==> config.mk <==
export PLATFORM = sky130hd
export DESIGN_NAME = nl_traffic_source_arb_flat
export DESIGN_NICKNAME = d
export VERILOG_FILES = /design/src/rtl/nl_traffic_source_arb_pkg.sv /design/src/rtl/nl_traffic_source_arb_if.sv /design/src/rtl/nl_traffic_source_arb_rr_pick.sv /design/src/rtl/nl_traffic_source_arb.sv /design/src/flat_wrapper.sv
export SDC_FILE = /design/constraint.sdc
export NUM_CORES = 1
export LEC_CHECK = 0
export ABC_AREA = 0
export BUFFER_PORTS_ARGS = -buffer_cell sky130_fd_sc_hd__buf_2
export CAP_MARGIN = 20
export CORE_AREA = 2 2 92 50
export CTS_CLUSTER_SIZE = 24
export DETAILED_ROUTE_END_ITERATION = 8
export DIE_AREA = 0 0 94 52
export GPL_ROUTABILITY_DRIVEN = 0
export PLACE_DENSITY = 0.77
export SLEW_MARGIN = 0
export SYNTH_ARGS = -nofsm -noshare
export SYNTH_HDL_FRONTEND = slang
export SYNTH_HIERARCHICAL = 1
export SYNTH_SLANG_ARGS = --single-unit
==> constraint.sdc <==
create_clock -name clk -period 3 [get_ports clk]
set_input_delay 0.3 -clock clk [delete_from_list [all_inputs] [get_ports clk]]
set_output_delay 0.3 -clock clk [all_outputs]
set_load 0.02 [all_outputs]
==> src/rtl/nl_traffic_source_arb_pkg.sv <==
// Shared NoC types for the traffic-source arbiter: flit and FIFO flag
// layouts plus the arbiter FSM encoding.
package nl_traffic_source_arb_pkg;

    localparam int FLIT_PAYLOAD_W = 16;

    typedef struct packed {
        logic                      head;
        logic                      tail;
        logic [FLIT_PAYLOAD_W-1:0] payload;
    } flit_t;

    typedef struct packed {
        logic full;
        logic empty;
    } fifo_flags_t;

    typedef enum logic {
        ST_IDLE   = 1'b0,
        ST_ACTIVE = 1'b1
    } arb_state_e;

    // Width of a source index; never below one bit.
    function automatic int ptr_w(int n);
        return (n > 1) ? $clog2(n) : 1;
    endfunction

endpackage

==> src/rtl/nl_traffic_source_arb_if.sv <==
// Bundle of source-FIFO, injection-port and credit signals seen by the arbiter.
interface nl_traffic_source_arb_if #(
    parameter int N_SRC = 4
) ();
    import nl_traffic_source_arb_pkg::*;

    fifo_flags_t [N_SRC-1:0] src_flags;
    flit_t       [N_SRC-1:0] src_data;
    logic        [N_SRC-1:0] src_pop;
    flit_t                   out_flit;
    logic                    out_valid;
    logic                    credit_in;

    modport master (
        output src_flags, src_data, credit_in,
        input  src_pop, out_flit, out_valid
    );

    modport slave (
        input  src_flags, src_data, credit_in,
        output src_pop, out_flit, out_valid
    );

endinterface

==> src/rtl/nl_traffic_source_arb_rr_pick.sv <==
// Rotating-priority first-one finder: returns the first set req bit at or
// after ptr, wrapping modulo N_SRC.
module nl_traffic_source_arb_rr_pick #(
    parameter int N_SRC = 4,
    parameter int GW    = (N_SRC > 1) ? $clog2(N_SRC) : 1
) (
    input  logic [N_SRC-1:0] req,
    input  logic [GW-1:0]    ptr,
    output logic [GW-1:0]    idx,
    output logic             any
);

    logic [N_SRC-1:0] hit;
    logic [GW-1:0]    cand [N_SRC];

    // cand[gi] is the source gi places after ptr; ptr < N_SRC keeps the
    // single conditional subtraction sufficient for the wrap.
    for (genvar gi = 0; gi < N_SRC; gi++) begin : g_cand
        logic [GW:0] sum;
        assign sum       = {1'b0, ptr} + (GW+1)'(gi);
        assign cand[gi]  = (sum >= (GW+1)'(N_SRC)) ? GW'(sum - (GW+1)'(N_SRC)) : sum[GW-1:0];
        assign hit[gi]   = req[cand[gi]];
    end

    always_comb begin
        idx = '0;
        any = 1'b0;
        for (int k = N_SRC - 1; k >= 0; k--) begin
            if (hit[k]) begin
                idx = cand[k];
                any = 1'b1;
            end
        end
    end

endmodule

==> src/rtl/nl_traffic_source_arb.sv <==
// Packet-atomic round-robin arbiter from N_SRC source FIFOs onto one
// credit-flow-controlled network injection port.
module nl_traffic_source_arb #(
    parameter int N_SRC   = 4,
    parameter int CREDITS = 4
) (
    input  logic                  clk,
    input  logic                  rst_n,
    nl_traffic_source_arb_if.slave bus
);
    import nl_traffic_source_arb_pkg::*;

    localparam int GW = ptr_w(N_SRC);
    localparam int CW = $clog2(CREDITS + 1);
    localparam logic [CW-1:0] CREDITS_INIT = CW'(CREDITS);

    arb_state_e       state_q, state_d;
    logic [GW-1:0]    gnt_q, gnt_d;
    logic [GW-1:0]    gnt_ptr_q, gnt_ptr_d;
    logic [CW-1:0]    credit_cnt_q, credit_cnt_d;
    logic             out_valid_q, out_valid_d;
    flit_t            out_flit_q, out_flit_d;

    logic [N_SRC-1:0] req;
    logic [N_SRC-1:0] full_flags;
    logic             unused_full;
    logic [GW-1:0]    pick_idx;
    logic             pick_any;
    logic             pop_en;
    logic [N_SRC-1:0] pop_vec;
    flit_t            gnt_flit;

    for (genvar gi = 0; gi < N_SRC; gi++) begin : g_req
        assign req[gi]        = ~bus.src_flags[gi].empty;
        assign full_flags[gi] = bus.src_flags[gi].full;
    end
    assign unused_full = ^full_flags;

    nl_traffic_source_arb_rr_pick #(
        .N_SRC (N_SRC),
        .GW    (GW)
    ) u_pick (
        .req (req),
        .ptr (gnt_ptr_q),
        .idx (pick_idx),
        .any (pick_any)
    );

    // The pop depends only on registered credit state, so credit_in never
    // reaches src_pop in the same cycle.
    always_comb begin
        gnt_flit     = bus.src_data[gnt_q];
        pop_en       = (state_q == ST_ACTIVE) && req[gnt_q] && (credit_cnt_q != '0);
        state_d      = state_q;
        gnt_d        = gnt_q;
        gnt_ptr_d    = gnt_ptr_q;
        credit_cnt_d = credit_cnt_q;
        out_valid_d  = pop_en;
        out_flit_d   = out_flit_q;
        pop_vec      = '0;

        if (pop_en) begin
            pop_vec[gnt_q] = 1'b1;
            out_flit_d     = gnt_flit;
        end

        case (state_q)
            ST_IDLE: begin
                if (pick_any) begin
                    gnt_d   = pick_idx;
                    state_d = ST_ACTIVE;
                end
            end
            ST_ACTIVE: begin
                if (pop_en && gnt_flit.tail) begin
                    state_d   = ST_IDLE;
                    gnt_ptr_d = (gnt_q == GW'(N_SRC - 1)) ? '0 : gnt_q + GW'(1);
                end
            end
            default: state_d = ST_IDLE;
        endcase

        case ({pop_en, bus.credit_in})
            2'b10:   credit_cnt_d = credit_cnt_q - CW'(1);
            2'b01:   credit_cnt_d = credit_cnt_q + CW'(1);
            default: credit_cnt_d = credit_cnt_q;
        endcase
    end

    always_ff @(posedge clk or negedge rst_n) begin
        if (!rst_n) begin
            state_q      <= ST_IDLE;
            gnt_q        <= '0;
            gnt_ptr_q    <= '0;
            credit_cnt_q <= CREDITS_INIT;
            out_valid_q  <= 1'b0;
            out_flit_q   <= '0;
        end else begin
            state_q      <= state_d;
            gnt_q        <= gnt_d;
            gnt_ptr_q    <= gnt_ptr_d;
            credit_cnt_q <= credit_cnt_d;
            out_valid_q  <= out_valid_d;
            out_flit_q   <= out_flit_d;
        end
    end

    assign bus.src_pop   = pop_vec;
    assign bus.out_valid = out_valid_q;
    assign bus.out_flit  = out_flit_q;

    a_credit_max:   assert property (@(posedge clk) disable iff (!rst_n) credit_cnt_q <= CREDITS_INIT);
    a_credit_ovf:   assert property (@(posedge clk) disable iff (!rst_n) !(bus.credit_in && credit_cnt_q == CREDITS_INIT));
    a_pop_nonempty: assert property (@(posedge clk) disable iff (!rst_n) (pop_vec & ~req) == '0);
    a_pop_onehot:   assert property (@(posedge clk) disable iff (!rst_n) $onehot0(pop_vec));

endmodule

==> src/flat_wrapper.sv <==
// flat-port wrapper written by rule: the top's interface ports become plain ports
module nl_traffic_source_arb_flat import nl_traffic_source_arb_pkg::*;
#(
    parameter int N_SRC   = 4,
    parameter int CREDITS = 4
)
  (clk, rst_n, bus_src_flags, bus_src_data, bus_credit_in, bus_src_pop, bus_out_flit, bus_out_valid);
  nl_traffic_source_arb_if #(.N_SRC(N_SRC)) bus_i ();
  input  logic clk;
  input  logic rst_n;
  input wire logic [$bits(bus_i.src_flags)-1:0] bus_src_flags;
  input wire logic [$bits(bus_i.src_data)-1:0] bus_src_data;
  input wire logic [$bits(bus_i.credit_in)-1:0] bus_credit_in;
  output wire logic [$bits(bus_i.src_pop)-1:0] bus_src_pop;
  output wire logic [$bits(bus_i.out_flit)-1:0] bus_out_flit;
  output wire logic [$bits(bus_i.out_valid)-1:0] bus_out_valid;
  assign bus_i.src_flags = bus_src_flags;
  assign bus_i.src_data = bus_src_data;
  assign bus_i.credit_in = bus_credit_in;
  assign bus_src_pop = bus_i.src_pop;
  assign bus_out_flit = bus_i.out_flit;
  assign bus_out_valid = bus_i.out_valid;
  nl_traffic_source_arb #(.N_SRC(N_SRC), .CREDITS(CREDITS)) u_core (.clk(clk), .rst_n(rst_n), .bus(bus_i));
endmodule
# Word level (Yosys, flattened, before mapping)
# Index checks and enable logic that the tools add are counted.
[classes]
n_addsub = 10
mul = 0
div_mod_pow = 0
magnitude_cmp = 10
eq_ne = 3
shifts = 0
mux = 32
bitwise = 5
reduce_logical = 8
[ops]
columns = ["cell", "count"]
rows = [
  ["$bmux 18 s2", 1],
  ["$mux 18", 1],
  ["$mux 2", 9],
  ["$lt 2x3->1 const B", 5],
  ["$mux 1", 12],
  ["$bmux 1 s2", 5],
  ["$ge 3x3->1 const B", 3],
  ["$sub 2x1->2 const B", 4],
  ["$add 2x2->3 const B", 2],
  ["$pmux 3 s2", 1],
  ["$not 1->1", 5],
  ["$eq 2x2->1 const B", 2],
  ["$logic_and 1x1->1", 4],
  ["$mux 4", 1],
  ["$reduce_and 2->1", 2],
  ["$add 2x1->3 const B", 1],
  ["$add 3x1->3 const B", 1],
  ["$ge 2x3->1 const B", 1],
  ["$reduce_bool 3->1", 1],
  ["$sub 3x1->3 const B", 1],
  ["$add 2x1->2 const B", 1],
  ["$demux 1 s2", 1],
  ["$eq 2x1->1 const B", 1],
  ["$ge 2x1->1 const B", 1],
  ["other kinds (2)", 2],
]
[totals]
regBits = 27
latchBits = 0
mem_bits_rw = 0
mem_bits_ro = 0
word_cells = 76
memories = 0

# Logic depth before layout (Yosys ltp)
[depth]
depth_word = 11
mapped_depth = 8

# Hierarchy
# The synthesis kept the hierarchy.
[modules_own_cells]
columns = ["mod", "instances", "cells_per_inst", "area_each_um2"]
rows = [
  ["nl_traffic_source_arb", 1, 106, 1616.6],
  ["nl_traffic_source_arb_rr_pick", 1, 13, 77.6],
]

# Worst setup path after synthesis
# OpenSTA, ideal clock, no wires.
[synth_timing]
path_type = "register -> register"
startpoint = "reg u_core.gnt_q[1]"
endpoint = "reg u_core.credit_cnt_q[1]"
setup_ps = 125
arrival_time_ps = 2078
required_time_ps = 2875
path_slack_ps = 797
stages_incl_launch_ff = 7
period_less_slack_ps = 2203
path_cell_list = "dfrtp_1 mux4_2 or2_4 ha_1 inv_1 fa_1 mux2_2"
[synth_via]
elab_chain_len = 6
elab_cells_between_ends = 8
[synth_lines]
columns = ["element", "line", "rtl"]
rows = [
  ["start: declaration", "nl_traffic_source_arb.sv:18", "logic [GW-1:0] gnt_q, gnt_d;"],
  ["start signal: assignment", "nl_traffic_source_arb.sv:100", "gnt_q <= gnt_d;"],
  ["$bmux 1 s2 (*)", "nl_traffic_source_arb.sv:53", "pop_en = (state_q == ST_ACTIVE) && req[gnt_q] && (credit_cnt_q != '0);"],
  ["$mux 1 (implied by the code) (*)", "nl_traffic_source_arb.sv:53", ""],
  ["$logic_and 1x1->1 (*) (2 in a row)", "nl_traffic_source_arb.sv:53", ""],
  ["$eq 2x1->1 / $eq 2x2->1 (equally long branches)", "nl_traffic_source_arb.sv:83", "case ({pop_en, bus.credit_in})"],
  ["$pmux 3 s2 (*)", "nl_traffic_source_arb.sv:83", ""],
  ["net u_core.credit_cnt_d[1]", "nl_traffic_source_arb.sv:20", "logic [CW-1:0] credit_cnt_q, credit_cnt_d;"],
  ["end signal: assignment", "nl_traffic_source_arb.sv:102", "credit_cnt_q <= credit_cnt_d;"],
  ["end: declaration", "nl_traffic_source_arb.sv:20", ""],
]
# Mark *: on every way through the listed nets, which the timed path passes. The rest lies on a longest branch. The select of a mux whose other input is x is not followed.
# A chain may end at the register's enable or synchronous reset.

# Worst setup path in the final report
[layout_timing]
startpoint = "reg u_core.credit_cnt_q[0]"
endpoint = "out bus_src_pop[0]"
[layout_via]
elab_chain_len = 3
[layout_lines]
columns = ["element", "line", "rtl"]
rows = [
  ["$reduce_bool 3->1", "nl_traffic_source_arb.sv:53", ""],
  ["$logic_and 1x1->1", "nl_traffic_source_arb.sv:53", ""],
  ["$mux 4", "nl_traffic_source_arb.sv:62", "if (pop_en) begin"],
  ["end: declaration", "flat_wrapper.sv:14", "output wire logic [$bits(bus_i.src_pop)-1:0] bus_src_pop;"],
]
# Every way passes these cells.

==> run summary <==
status: finished clean
kind of critical path: register to output pin
Final Max Tran Viols: 0
growth of design area from synthesis to finish: 34.9%
Chip Width: 94 um
number of buffers created by CTS: 3
port buffer count: 101
first-pass GRT wire length: 6420 um
final WL: 3830 um
cell total after placement: 273
# DRC: 0
Die Ht: 52 um
Seq cells post-synth: 27
startpoint types: register
Synth Area per Inst: 14.2 sq um
RSZ-0062 raised after global routing: false
die area: 4890 sq um
largest cells by area after synthesis: dfrtp_1 38%, mux4_2 25%, mux2_1 10%
reg2reg start: u_core/gnt_q[1]$_DFFE_PN0P_
clock root buffer: clkbuf_8
post-synth top area cell: dfrtp_1
commonest cells in the netlist: 26 x dfrtp_1, 19 x mux4_2, 15 x mux2_1, 8 x nor2_1, 7 x inv_1
Critical Path AT: 2.09 ns
dpl hpwl: 3050 um
asr flop ratio synth: 100%
# nets final: 310
final setup fails: 0
initial antenna violation count: 0
Rows: 17
Critical Path Fanout Max: 22
largest net degree at the start of global routing: 28
Mapped Nets: 208
Syn Inst Count: 119
register area share after synthesis: 40.0%
reg2reg end: u_core/credit_cnt_q[1]$_DFFE_PN0P_
PostCTS Resize Cnt: 0
Mapped Area: 1690 sq um
layout cells sized above 1: 61.4%
Clock Pin Slew Worst Setup and Hold Paths: 0.08 ns
worst setup path endpoint: bus_src_pop[0]
crit share post-route: 79.7%
endpoints failing hold: 0
Via density: 4.98
Initial Utilization: 40.8%
Worst-Skew Late Latency: 0.27 ns
R2R cell count: 6
router iterations before antenna repair: 4
Unique masters post-synth: 30
number of synthesized flops with an enable pin: 0
Max Clk Rate: 418 MHz
antenna-violating nets left: 0
FF-to-FF setup slack: 0.76 ns
CTS sink count: 27
vias in the first global route: 1402
Slew @ Worst Pin: 0.600 ns
Critical Path RT: 2.70 ns
predominant post-synthesis flop cell: dfrtp_1
P_leak: 1.10 nW
maxcap violations: 0
Slew headroom: 60.0%
Post-CTS Setup Inserts: 0
core area: 4150 sq um
Peak VDD IR: 367 uV
I/O pin cnt: 106
Final Non-Filler Cells: 277
GRT overflow: 0
1st-iter DRT viols: 51
cts hold-fix bufs: 0
GRT Util Overall: 17.5%
CTS tree: yes
clock skew: 0.00698 ns
Hold Path Class: input pin to asynchronous set/reset pin
Syn. warnings: 6
clock buffer depth: 2
Critical Path Start: u_core/credit_cnt_q[0]$_DFFE_PN0P_
Critical Path Sink Type: output pin
diode count: 0
pwr dens: 955 nW/um^2
most common cell in the netlist: dfrtp_1
CTS H-Tree Depth: 1
WL per Instance: 13.8 um
setup_tns: 0 ns
post-synth top area share: 38.4%
Final Critical Period: 2.39 ns
DR vias: 1379
[cell type report]
class / instances / area [sq um]
fill: 372 / 1860
inverter: 8 / 31.3
clock buffer: 4 / 45.0
timing repair buffer: 103 / 520
multi-input combinational: 78 / 940
tap: 57 / 71.3
sequential: 27 / 677
[how the worst min path moves through the flow]
stage          start                             endpoint  slack (ns)  cells past startpoint
2_1_floorplan  rst_n   u_core/bus.out_flit[0]$_DFFE_PN0P_       0.004                      0
3_3_place_gp   rst_n   u_core/credit_cnt_q[1]$_DFFE_PN0P_        0.34                      1
3_5_place_dp   rst_n  u_core/bus.out_flit[15]$_DFFE_PN0P_        0.35                      1
4_1_cts        rst_n          u_core/gnt_q[1]$_DFFE_PN0P_        0.05                      1
5_1_grt        rst_n          u_core/gnt_q[1]$_DFFE_PN0P_        0.09                      1
6_report       rst_n   u_core/credit_cnt_q[1]$_DFFE_PN0P_        0.03                      1
[flip-flops by register name, summed over array words and instances, names as in the netlist]
signal,flops
u_core/bus.out_flit,18
u_core/credit_cnt_q,3
u_core/gnt_ptr_q,2
u_core/gnt_q,2
u_core/bus.out_valid,1
u_core/state_q,1
[metal layers]
metal | up-vias | GRT usage, % | part of all wire (%)
li1 | 646 | - | -
met1 | 663 | 21.1 | 44
met2 | 68 | 30.5 | 44
met3 | 2 | 6.81 | 12
met4 | 0 | 2.90 | 0.31
met5 | - | 0 | 0
[kinds of logic (layout without fill, tap and decap cells)]
kind of cell,after synthesis,after routing,share of synthesized area (%)
mux,40,40,39.1
buf+inv,14,115,4.58
fa+ha+maj,6,6,4.87
compound gates,7,7,2.95
flops,27,27,40.0
simple gates,22,22,6.94
xor+xnor,3,3,1.55
[critical path, cell delays in order (launching register included)]
cell	delay, ns
dfrtp_1	0.44
o31ai_1	0.41
or2_4	0.22
clkinv_2	0.31
and2_1	0.30
buf_2	0.15
[report_power, final]
group / internal, W / switching [W] / total [W] / leakage, nW
Sequential: 0.000566 / 0.000111 / 0.000676 / 0.316
Combinational: 0.000639 / 0.000666 / 0.00131 / 0.766
Clock: 0.0000949 / 0.000104 / 0.000199 / 0.0228
[per-stage QoR]
step                hold slack (ns)  setup WS [ns]  instance area (sq um)  total power, W  utilization (%)
floorplan                   0.00441          0.797                   1690         0.00169                -
global placement              0.339          0.787                   2240         0.00198             54.0
detailed placement            0.351          0.768                   2240         0.00201             54.0
CTS                          0.0532          0.565                   2280         0.00222             55.1
global route                 0.0852          0.443                   2280         0.00237             55.1
finish                       0.0335          0.610                   2280         0.00218             55.1
[cells in the final DEF (no fill, tap or decap), types with 4 or more instances in the layout]
master | synthesis | layout
mux2_1 | 15 | 15
mux2_2 | 5 | 5
nand2_1 | 4 | 4
dfrtp_1 | 26 | 26
and2_1 | 4 | 4
ha_1 | 5 | 5
buf_2 | 1 | 101
mux4_2 | 19 | 19
nor2_1 | 8 | 8
inv_1 | 7 | 7
No activity file was read; power rests on OpenSTA's default activity.
